===== src/rtl/zuma_lut_pkg.sv =====
// Shared types and sizing helpers for the ZUMA LUT bank.
// Loader FSM states plus bit-count and counter-width helpers.
package zuma_lut_pkg;

    typedef enum logic [1:0] {
        IDLE,
        LOAD,
        WRITE,
        DONE
    } cfg_state_t;

    function automatic int total_bits(input int num_luts,
                                      input int lut_size);
        return num_luts << lut_size;
    endfunction

    // One spare bit so the counter can represent "one past the last bit".
    function automatic int cnt_width(input int num_luts,
                                     input int lut_size);
        return $clog2(total_bits(num_luts, lut_size)) + 1;
    endfunction

    localparam int CNT_W = cnt_width(8, 6);

endpackage


===== src/rtl/zuma_lutram_1b.sv =====
// Behavioural 2^K x 1 LUTRAM: synchronous write, asynchronous read.
// Replaced per platform by the vendor distributed-RAM primitive.
module zuma_lutram_1b #(
    parameter int ADDR_W = 6
) (
    input  logic              clk,
    input  logic [ADDR_W-1:0] a,
    input  logic              d,
    input  logic              we,
    input  logic [ADDR_W-1:0] dpra,
    output logic              dpo
);

    logic mem [1 << ADDR_W];

    always_ff @(posedge clk) begin
        if (we) begin
            mem[a] <= d;
        end
    end

    assign dpo = mem[dpra];

endmodule


===== src/rtl/zuma_lut_bank.sv =====
// Bank of K-input LUTs on 1-bit LUTRAM with a serial config loader.
// Outputs stay gated to 0 until a complete load has finished.
module zuma_lut_bank
    import zuma_lut_pkg::*;
#(
    parameter int LUT_SIZE  = 6,
    parameter int NUM_LUTS  = 8,
    parameter int CFG_WIDTH = 8,
    parameter int REG_OUT   = 0
) (
    input  logic                         clk,
    input  logic                         reset,
    input  logic [NUM_LUTS*LUT_SIZE-1:0] lut_in,
    output logic [NUM_LUTS-1:0]          lut_out,
    input  logic                         cfg_start,
    input  logic                         cfg_valid,
    output logic                         cfg_ready,
    input  logic [CFG_WIDTH-1:0]         cfg_data,
    output logic                         cfg_busy,
    output logic                         cfg_done
);

    localparam int TOTAL = total_bits(NUM_LUTS, LUT_SIZE);
    localparam int CW    = cnt_width(NUM_LUTS, LUT_SIZE);
    localparam int WCW   = $clog2(CFG_WIDTH + 1);

    localparam logic [CW-1:0]  LAST  = CW'(TOTAL - 1);
    localparam logic [WCW-1:0] WLAST = WCW'(CFG_WIDTH - 1);

    cfg_state_t           state;
    logic [CW-1:0]        bit_cnt;
    logic [WCW-1:0]       wr_cnt;
    logic [CFG_WIDTH-1:0] shift_q;

    always_ff @(posedge clk) begin
        if (reset) begin
            state     <= IDLE;
            bit_cnt   <= '0;
            wr_cnt    <= '0;
            shift_q   <= '0;
            cfg_ready <= 1'b0;
            cfg_busy  <= 1'b0;
            cfg_done  <= 1'b0;
        end else if (cfg_start) begin
            // Restart wins over a word offered in the same cycle.
            state     <= LOAD;
            bit_cnt   <= '0;
            wr_cnt    <= '0;
            cfg_ready <= 1'b1;
            cfg_busy  <= 1'b1;
            cfg_done  <= 1'b0;
        end else begin
            unique case (state)
                IDLE: begin
                end
                LOAD: begin
                    if (cfg_valid && cfg_ready) begin
                        shift_q   <= cfg_data;
                        wr_cnt    <= '0;
                        state     <= WRITE;
                        cfg_ready <= 1'b0;
                    end
                end
                WRITE: begin
                    shift_q <= shift_q >> 1;
                    bit_cnt <= bit_cnt + CW'(1);
                    wr_cnt  <= wr_cnt + WCW'(1);
                    if (wr_cnt == WLAST) begin
                        if (bit_cnt == LAST) begin
                            state    <= DONE;
                            cfg_busy <= 1'b0;
                            cfg_done <= 1'b1;
                        end else begin
                            state     <= LOAD;
                            cfg_ready <= 1'b1;
                        end
                    end
                end
                DONE: begin
                end
            endcase
        end
    end

    logic [CW-1:0]       lut_idx;
    logic [LUT_SIZE-1:0] wr_addr;
    logic                wr_en;

    assign lut_idx = bit_cnt >> LUT_SIZE;
    assign wr_addr = bit_cnt[LUT_SIZE-1:0];
    assign wr_en   = (state == WRITE);

    logic [NUM_LUTS-1:0] rd_raw;
    logic [NUM_LUTS-1:0] rd_clean;
    logic [NUM_LUTS-1:0] rd_gated;

    for (genvar i = 0; i < NUM_LUTS; i++) begin : g_lut
        logic we_i;
        assign we_i = wr_en && (lut_idx == CW'(i));

        zuma_lutram_1b #(
            .ADDR_W (LUT_SIZE)
        ) u_ram (
            .clk  (clk),
            .a    (wr_addr),
            .d    (shift_q[0]),
            .we   (we_i),
            .dpra (lut_in[i*LUT_SIZE +: LUT_SIZE]),
            .dpo  (rd_raw[i])
        );
    end

    always_comb begin
        rd_clean = rd_raw;
`ifdef SIMULATION
        for (int i = 0; i < NUM_LUTS; i++) begin
            if ($isunknown(rd_raw[i])) begin
                rd_clean[i] = 1'b0;
            end
        end
`endif
    end

    assign rd_gated = cfg_done ? rd_clean : '0;

    if (REG_OUT != 0) begin : g_reg
        logic [NUM_LUTS-1:0] out_q;

        always_ff @(posedge clk) begin
            if (reset) begin
                out_q <= '0;
            end else begin
                out_q <= rd_gated;
            end
        end

        assign lut_out = out_q;
    end else begin : g_comb
        assign lut_out = rd_gated;
    end

endmodule


===== config.mk =====
export PLATFORM = sky130hd
export DESIGN_NAME = zuma_lut_bank
export DESIGN_NICKNAME = d
export VERILOG_FILES = /design/src/rtl/zuma_lut_pkg.sv /design/src/rtl/zuma_lutram_1b.sv /design/src/rtl/zuma_lut_bank.sv
export SDC_FILE = /design/constraint.sdc
export NUM_CORES = 1
export LEC_CHECK = 0
export ABC_AREA = 1
export CELL_PAD_IN_SITES_DETAIL_PLACEMENT = 1
export CELL_PAD_IN_SITES_GLOBAL_PLACEMENT = 2
export CORE_MARGIN = 2
export CORE_UTILIZATION = 40
export DETAILED_ROUTE_END_ITERATION = 8
export GPL_TIMING_DRIVEN = 0
export PLACE_DENSITY = 0.76
export REMOVE_ABC_BUFFERS = 1
export SLEW_MARGIN = 15
export SYNTH_ARGS = -nofsm -noshare
export SYNTH_HDL_FRONTEND = slang
export SYNTH_HIERARCHICAL = 1
export SYNTH_SLANG_ARGS = --single-unit

===== constraint.sdc =====
create_clock -name clk -period 11.53 [get_ports clk]
set_clock_uncertainty 0.15 [all_clocks]
set_input_delay 2.306 -clock clk [delete_from_list [all_inputs] [get_ports clk]]
set_output_delay 2.306 -clock clk [all_outputs]
set_load 0.05 [all_outputs]

==> results of run 1 <==
-- per-stage QoR --
| stage | setup WS [ns] | power [W] | hold slack, ns |
|---|---|---|---|
| 6_report | 3.49 | 0.00422 | 0.318 |
| 3_3_place_gp | -1.63 | 0.00244 | 0.300 |
| 3_5_place_dp | 3.51 | 0.00242 | 0.312 |
| 2_1_floorplan | 3.36 | 0.00232 | 0.285 |
| 5_1_grt | 3.26 | 0.00437 | 0.352 |
| 4_1_cts | 3.48 | 0.00428 | 0.322 |
-- worst min path at each step --
stage | from | end | slack, ns
after detailed placement | shift_q[2]$_SDFFE_PP0P_ | shift_q[2]$_SDFFE_PP0P_ | 0.31
final | shift_q[2]$_SDFFE_PP0P_ | shift_q[2]$_SDFFE_PP0P_ | 0.32
after global placement | shift_q[1]$_SDFFE_PP0P_ | shift_q[1]$_SDFFE_PP0P_ | 0.30
after global routing | shift_q[6]$_SDFFE_PP0P_ | shift_q[6]$_SDFFE_PP0P_ | 0.35
after CTS | shift_q[2]$_SDFFE_PP0P_ | shift_q[2]$_SDFFE_PP0P_ | 0.32
after floorplan | shift_q[1]$_SDFFE_PP0P_ | shift_q[1]$_SDFFE_PP0P_ | 0.28
-- worst max-delay path, stage by stage --
cell	delay, ns
clkdlybuf4s50_1	1.10
inv_2	0.40
nand3_1	0.21
nand3_1	0.11
nand2_1	0.16
nand2_1	0.07
nand3_1	0.08
nand3_1	0.07
nand2_1	0.08
nand2_1	0.06
inv_1	0.11
clkdlybuf4s50_1	0.81
-- power by group --
group / switching (W) / internal, W / leakage, nW
Clock: 0.000764 / 0.00108 / 0.913
Sequential: 0.00000441 / 0.00214 / 5.13
Combinational: 0.000162 / 0.0000699 / 4.00
-- cell families (layout without fill, tap and decap cells) --
group | count (synthesis) | in the layout | share of synthesized area
buffers and inverters | 254 | 342 | 0.0580
AOI/OAI and AO/OA | 26 | 26 | 0.00571
DFF | 539 | 539 | 0.621
adders and majority gates | 4 | 4 | 0.00195
and+or+nand+nor | 1900 | 1900 | 0.313
xor gates and xnor gates | 2 | 2 | 0.000683
-- cells in the final DEF (no fill, tap or decap), types with 7 or more instances in the layout --
cell type,Yosys,final
a21oi_1,18,18
buf_2,26,8
clkbuf_1,2,18
clkbuf_16,0,61
clkdlybuf4s50_1,0,62
clkinv_1,0,13
clkinv_2,0,7
dfxtp_1,27,19
edfxtp_1,512,512
inv_1,136,136
inv_2,8,8
inv_6,8,8
nand2_1,765,765
nand3_1,501,501
nand4_1,42,42
nor2_1,511,511
nor2_2,7,7
nor3_1,37,37
nor4_1,33,33
-- state kept, by name, summed over array words and instances (netlist names) --
register         cells
g_lut.u_ram/mem    512
bit_cnt             10
shift_q              8
wr_cnt               4
state                2
cfg_busy             1
cfg_done             1
cfg_ready            1
-- metal layers --
layer	wire, um	global-route usage
met5	0	0
met4	1340	0.0546
met3	2730	0.0268
met2	34400	0.369
met1	31700	0.278
-- final cells by class --
cell class	instances	area, sq um
Fill cell	7163	34600
Sequential cell	539	15900
Multi-Input combinational cell	1932	8240
Clock buffer	84	1660
Inverter	152	611
Tap cell	846	1060
Timing Repair Buffer	81	918
Clock inverter	25	211
==> metrics.yaml, run 1 <==
worst_hold_path:
  worstHoldPathCells: 2
  hold_class: "flop to flop"
setup_path:
  crit_end: "lut_out[5]"
  crit_required_ns: 9.07
  r2r_end: "g_lut[1].u_ram/mem[5]$_DFFE_PP_"
  reg2reg_slack_ns: 7.83
  r2r_cells: 6
  startpoint: "lut_in[31]"
  cp-start-kind: "input pin"
  worstReg2RegStart: "state[0]$_SDFFE_PP0P_"
  crit_type: "input pin to primary output"
  critPathCaptureType: "primary output"
  crit_fanout: 17
  critPathArrivalTime_ns: 5.59
yosys:
  synth_ff_type: "edfxtp_1"
  syn_area_per_cell_sq_um: 9.41
  netlist_area_sq_um: 25600
  ys_async_sr_fraction: 0
  yosysUniqueCellTypes: 27
  synth-edff-count: 512
  syn_inst: 2725
  synthTopCellsByArea: "edfxtp_1, nand2_1, nand3_1"
  yosysTopAreaCell: "edfxtp_1"
  synth.most_common_cell: "nand2_1"
  synth_top_area_frac: 0.599
  synth_seq_cells: 539
  synthTopCellsByCount: "nand2_1, edfxtp_1, nor2_1"
  ys_seq_area_frac: 0.621
  yosysWarnings: 6
clock_network:
  htreeDepth: 2
  cts_resized: 0
  cts_buffers: 60
  cts.clk_slew.worst_paths_ns: 0.06
  cts.path.max_buffers: 3
  cts-root-buf: "clkbuf_16"
  postCtsSetupBuffers: 0
  clk_latency_ns: 0.61
  cts_hold_buffers: 0
  cts_tree: "yes"
  cts.sinks: 539
route:
  vias_per_cell: 5.28
  drt_first_pass_iters: 5
  drt_wl_total_um: 70200
  drt_iter0_markers: 1110
  via_count: 19300
  drc: 0
  wl_per_cell_um: 19.2
  ant_nets: 0
place:
  placed_cell_area_sq_um: 26800
  dp.cells: 3550
  port_buffers: 70
  gpl.final_weighted_congestion: 0.753
  dp.final_hpwl_um: 43100
floorplan:
  io-pin-count: 71
  start_util: 0.406
  die_x_um: 257
  dieArea_sq_um: 66200
  die_y_um: 257
  rows: 92
  core_sq_um: 63200
final_layout:
  fin_cells: 3659
  areaGrowthSynthToFinish_pct: 11.7
  fin_util: 0.453
  drive_gt1_frac: 0.0473
  nNetsFinal: 2830
  diodes: 0
  fin_area_sq_um: 28600
timing:
  clock.fmax_mhz: 124
  slew_viol_final: 0
  max_slew.worst_pin.slew_ns: 1.07
  setup_tns_ns: 0
  finalHoldViolations: 0
  rsz0062_at_grt: "false"
  slew_headroom: 0.285
  fin_crit_sh: 0.697
  setup-violations-final: 0
  period_needed_ns: 8.04
global_route:
  antenna_found_initial: 1
  first_global_vias: 19900
  grt_max_degree: 97
  grt_pass1_wl_um: 110000
  grt_overflow_total: 0
  grt_util_all_layers: 0.212
power_and_ir_drop:
  power_leakage_nw: 10.0
  vdd_drop_max_v: 0.000130
  power_density_nw_per_um2: 148
status:
  status: "finished clean"
run:
  drv_cap: 0
Note: power is estimated with default switching activity, not from simulation.
==> run 2: changes to the inputs <==
- CORE_UTILIZATION: 40 -> 36
- PLACE_DENSITY: 0.76 -> 0.72
- clock period: 11.53 -> 7.15 ns (I/O delays scaled with it)
==> metrics.yaml, run 2 (same netlist as run 1, synthesis figures left out) <==
timing:
  setup-violations-final: 0  # unchanged
  period_needed_ns: 6.24
  slew_viol_final: 0  # unchanged
  rsz0062_at_grt: "false"  # unchanged
  finalHoldViolations: 0  # unchanged
  slew_headroom: 0.338  # was 0.285
  fin_crit_sh: 0.873
  max_slew.worst_pin.slew_ns: 0.990  # was 1.07 ns
  clock.fmax_mhz: 160
clock_network:
  cts_buffers: 61  # was 60
  htreeDepth: 2  # unchanged
  cts.path.max_buffers: 3  # unchanged
  cts_tree: "yes"  # unchanged
  clk_latency_ns: 0.62  # was 0.61 ns
  cts.sinks: 539  # unchanged
  postCtsSetupBuffers: 0  # unchanged
  cts_hold_buffers: 0  # unchanged
  cts-root-buf: "clkbuf_16"  # unchanged
  cts.clk_slew.worst_paths_ns: 0.06  # about the same
  cts_resized: 0  # unchanged
route:
  drt_iter0_markers: 1071  # was 1,110
  vias_per_cell: 5.16  # was 5.28
  drt_first_pass_iters: 5  # unchanged
  drc: 0  # unchanged
  wl_per_cell_um: 19.0  # was 19.2 um
  drt_wl_total_um: 71200  # was 70,200 um
  via_count: 19300  # about the same
  ant_nets: 0  # unchanged
global_route:
  first_global_vias: 20300  # was 19,900
  grt_overflow_total: 0  # unchanged
  grt_pass1_wl_um: 113000  # was 110,000 um
  antenna_found_initial: 0  # was 1
  grt_util_all_layers: 0.194  # was 0.212
  grt_max_degree: 95  # was 97
power_and_ir_drop:
  p_sw_w: 0.00153  # was 0.000930 W
  power_density_nw_per_um2: 237  # was 148 nW/um^2
  p_clk_frac: 0.438  # was 0.437
  vdd_drop_max_v: 0.000158  # was 0.000130 V
  sw_frac_of_total: 0.224  # was 0.220
  seq_power_share: 0.507  # was 0.508
  power_leakage_nw: 10.0  # about the same
  comb_power_share: 0.055  # about the same
  internal-power_w: 0.00529  # was 0.00329 W
  finalPower_w: 0.00682  # was 0.00422 W
setup_path:
  critPathCaptureType: "primary output"  # unchanged
  critPathArrivalTime_ns: 4.66  # was 5.59 ns
  crit_type: "input pin to primary output"  # unchanged
  cp_slowest_cell: "clkdlybuf4s50_1"  # unchanged
  crit_fanout: 17  # unchanged
  slowest_delay_ns: 1.12  # was 1.10 ns
  cp_cell_sequence: "clkdlybuf4s50_1 -> inv_2 -> nand3_1 -> nand3_1 -> nand2_1 -> nand2_1 -> nand3_1 -> nand3_1 -> nand2_1 -> nand2_1 -> inv_1 -> clkdlybuf4s50_1"  # unchanged
  r2r_cells: 6  # unchanged
  cp-start-kind: "input pin"  # unchanged
  crit_required_ns: 5.57  # was 9.07 ns
final_layout:
  reg_top3: "g_lut.u_ram/mem x512, bit_cnt x10, shift_q x8"  # unchanged
  nNetsFinal: 2830  # unchanged
  fin_util: 0.409  # was 0.453
  largest_register_ffs: 512  # unchanged
  areaGrowthSynthToFinish_pct: 12.1  # was 11.7%
  diodes: 0  # unchanged
  drive_gt1_frac: 0.0480  # was 0.0473
  largest-register: "g_lut.u_ram/mem"  # unchanged
  layout_commonest_cell: "nand2_1"  # unchanged
  fin_area_sq_um: 28700  # was 28,600 sq um
  final_cell_mix: "nand2_1, edfxtp_1, nor2_1"  # unchanged
worst_hold_path:
  hold_class: "flop to flop"  # unchanged
  worstHoldPathCells: 2  # unchanged
status:
  status: "finished clean"  # unchanged
floorplan:
  io-pin-count: 71  # unchanged
  start_util: 0.365  # was 0.406
  core_sq_um: 70300  # was 63,200 sq um
  die_y_um: 271  # was 257 um
  die_x_um: 271  # was 257 um
  dieArea_sq_um: 73400  # was 66,200 sq um
  rows: 97  # was 92
place:
  gpl.final_weighted_congestion: 0.751  # was 0.753
  dp.final_hpwl_um: 43400  # was 43,100 um
  placed_cell_area_sq_um: 26900  # was 26,800 sq um
  port_buffers: 70  # unchanged
run:
  drv_cap: 0  # unchanged
-- run 2: power groups by stage --
stage	clock network, W	logic [W]	registers [W]
6_report	0.00299	0.000375	0.00346
5_1_grt	0.00320	0.000423	0.00346
4_1_cts	0.00308	0.000383	0.00346
3_5_place_dp	0	0.000381	0.00353
3_3_place_gp	0	0.000336	0.00360
2_1_floorplan	0	0.000172	0.00357
-- run 2: path summary, 6_finish.rpt --
kind / slack, ns / start / end
hold / removal: 0.32 / shift_q[1]$_SDFFE_PP0P_ / shift_q[1]$_SDFFE_PP0P_
hold reg to reg: 0.32 / shift_q[1]$_SDFFE_PP0P_ / shift_q[1]$_SDFFE_PP0P_
setup / recovery: 0.91 / lut_in[31] / lut_out[5]
setup reg to reg: 3.52 / state[0]$_SDFFE_PP0P_ / g_lut[1].u_ram/mem[53]$_DFFE_PP_
-- run 2: metal layers --
metal,vias up,share of wire,GRT usage
li1,9340,-,-
met1,9668,0.45,0.252
met2,252,0.50,0.344
met3,84,0.031,0.0237
met4,0,0.020,0.0506
met5,-,0,0
-- run 2: worst max-delay path, delay by kind of cell --
family | cells | cell delay, ns
buf+inv | 4 | 2.39
simple gates | 8 | 0.81
-- run 2: per-stage QoR --
stage          hold WS, ns  setup WS [ns]  setup TNS (ns)  instances
2_1_floorplan        0.285          -1.02         -523.93       2623
3_5_place_dp         0.310          0.925               0       3643
3_3_place_gp         0.298          -6.22        -3165.41       3633
4_1_cts              0.320          0.917               0       3751
6_report             0.318          0.909               0       3751
5_1_grt              0.354          0.752               0       3751
-- run 2: cell type report --
cell class | instances | area (sq um)
Sequential cell | 539 | 15900
Tap cell | 940 | 1180
Fill cell | 7962 | 41500
Multi-Input combinational cell | 1932 | 8240
Inverter | 152 | 611
Clock inverter | 35 | 294
Clock buffer | 73 | 1570
Timing Repair Buffer | 80 | 906
==> run 3: changes to the inputs <==
- RECOVER_POWER: not set -> 25
==> metrics.yaml, run 3 (same netlist as run 1, synthesis figures left out) <==
status:
  status: "finished, violations left"  # was finished clean
  violations: "capacitance limit, slew limit"
global_route:
  grt_max_degree: 95  # unchanged
  grt_pass1_wl_um: 113000  # unchanged
  first_global_vias: 20300  # unchanged
  grt_util_all_layers: 0.194  # unchanged
  grt_overflow_total: 0  # unchanged
  antenna_found_initial: 0  # unchanged
floorplan:
  die_x_um: 271  # unchanged
  rows: 97  # unchanged
  dieArea_sq_um: 73400  # unchanged
  die_y_um: 271  # unchanged
  start_util: 0.365  # unchanged
  io-pin-count: 71  # unchanged
  core_sq_um: 70300  # unchanged
place:
  port_buffers: 70  # unchanged
  gpl.final_weighted_congestion: 0.751  # unchanged
  dp_slack_ns: 0.925  # unchanged
  dp.final_hpwl_um: 43400  # unchanged
final_layout:
  areaGrowthSynthToFinish_pct: 11.8  # was 12.1%
  layout_commonest_cell: "nand2_1"  # unchanged
  largest_register_ffs: 512  # unchanged
  drive_gt1_frac: 0.0466  # was 0.0480
  diodes: 0  # unchanged
  fillCellCount: 7970  # was 7,962
  largest-register: "g_lut.u_ram/mem"  # unchanged
  multiInputGateArea_sq_um: 8240  # unchanged
  seq_area_sq_um: 15900  # about the same
  reg_top3: "g_lut.u_ram/mem x512, bit_cnt x10, shift_q x8"  # unchanged
  final_cell_mix: "nand2_1, edfxtp_1, nor2_1"  # unchanged
  nNetsFinal: 2830  # unchanged
  fin_util: 0.408  # was 0.409
setup_path:
  slowest_delay_ns: 1.08  # was 1.12 ns
  cp_cell_sequence: "clkdlybuf4s50_1 -> inv_2 -> nand3_1 -> nand3_1 -> nand2_1 -> nand2_1 -> nand3_1 -> nand3_1 -> nand2_1 -> nand2_1 -> inv_1 -> clkdlybuf4s50_1"  # unchanged
  crit_required_ns: 5.57  # about the same
  worst-path-buf-inv: 4  # unchanged
  cp_slowest_cell: "clkdlybuf4s50_1"  # unchanged
  cp-start-kind: "input pin"  # unchanged
  critPathTopFamily: "buffers and inverters"  # unchanged
  crit_fanout: 17  # unchanged
  critPathArrivalTime_ns: 4.62  # was 4.66 ns
  crit_type: "input pin to primary output"  # unchanged
  critPathCaptureType: "primary output"  # unchanged
timing:
  max_slew.worst_pin.slew_ns: 3.45  # was 0.990 ns
  slew_headroom: -1.30  # was 0.338
  fin_crit_sh: 0.868  # was 0.873
  clock.fmax_mhz: 161  # was 160 MHz
  period_needed_ns: 6.20  # was 6.24 ns
  finalHoldViolations: 0  # unchanged
  setup-violations-final: 0  # unchanged
  worst_slack_ns: 0.945  # was 0.909 ns
  rsz0062_at_grt: "false"  # unchanged
  slew_viol_final: 244  # was 0
run:
  drv_cap: 3  # was 0
route:
  via_count: 19400  # was 19,300
  vias_per_cell: 5.16  # about the same
  drt_first_pass_iters: 5  # unchanged
  drc: 0  # unchanged
  drt_iter0_markers: 1075  # was 1,071
  drt_wl_total_um: 71100  # was 71,200 um
  wl_per_cell_um: 19.0  # about the same
  ant_nets: 0  # unchanged
clock_network:
  postCtsSetupBuffers: 0  # unchanged
  clk_latency_ns: 0.62  # about the same
  cts_tree: "yes"  # unchanged
  cts.sinks: 539  # unchanged
  htreeDepth: 2  # unchanged
  cts.path.max_buffers: 3  # unchanged
  cts_resized: 0  # unchanged
  cts.clk_slew.worst_paths_ns: 0.06  # about the same
  cts_hold_buffers: 0  # unchanged
  cts_buffers: 61  # unchanged
  cts-root-buf: "clkbuf_16"  # unchanged
power_and_ir_drop:
  power_density_nw_per_um2: 238  # was 237 nW/um^2
  power_leakage_nw: 10.0  # about the same
  vdd_drop_max_v: 0.000158  # about the same
worst_hold_path:
  hold_class: "flop to flop"  # unchanged
run 3: changes by cell type in the layout (fill, tap and decap cells not counted), sizes merged:
cell	previous run	this run
buf	18	15
clkbuf	73	76
run 3: final timing paths:
path                                               from  cells after the start  slack (ns)                                to
worst max register to register  shift_q[0]$_SDFFE_PP0P_                      1        2.87  g_lut[5].u_ram/mem[35]$_DFFE_PP_
worst max-delay path                         lut_in[43]                     12        0.95                        lut_out[7]
worst min register to register  shift_q[1]$_SDFFE_PP0P_                      2        0.32           shift_q[1]$_SDFFE_PP0P_
worst min-delay path            shift_q[1]$_SDFFE_PP0P_                      2        0.32           shift_q[1]$_SDFFE_PP0P_
run 3: layout make-up:
| type | count | area share |
|---|---|---|
| well taps | 940 | 0.0410 |
| clock inverters | 35 | 0.0103 |
| inverters | 152 | 0.0213 |
| multi-input cells | 1932 | 0.288 |
| clock buffers | 73 | 0.0548 |
| flip-flops and latches | 539 | 0.556 |
| repair buffers | 80 | 0.0291 |
run 3: power breakdown:
group          total [W]  switching (W)  internal (W)
combinational   0.000371       0.000262      0.000109
clock            0.00299        0.00126       0.00173
sequential       0.00346     0.00000712       0.00346
total            0.00682        0.00153       0.00529
run 3: layer usage:
metal	routed length [um]	share of wire	vias to the layer above	track usage
li1	-	-	9342	-
met1	32300	0.45	9705	0.252
met2	35300	0.50	242	0.344
met3	2170	0.031	84	0.0237
met4	1410	0.020	0	0.0506
met5	0	0	-	0
run 3: stage by stage:
stage | instance area (sq um) | total power, W | instances | setup TNS (ns) | hold slack, ns
after floorplan | 24800 | 0.00374 | 2623 | -523.93 | 0.285
after global placement | 26600 | 0.00394 | 3633 | -3165.41 | 0.298
after detailed placement | 26900 | 0.00391 | 3643 | 0 | 0.310
after CTS | 28700 | 0.00693 | 3751 | 0 | 0.320
after global routing | 28700 | 0.00708 | 3751 | 0 | 0.354
final | 28700 | 0.00682 | 3751 | 0 | 0.320
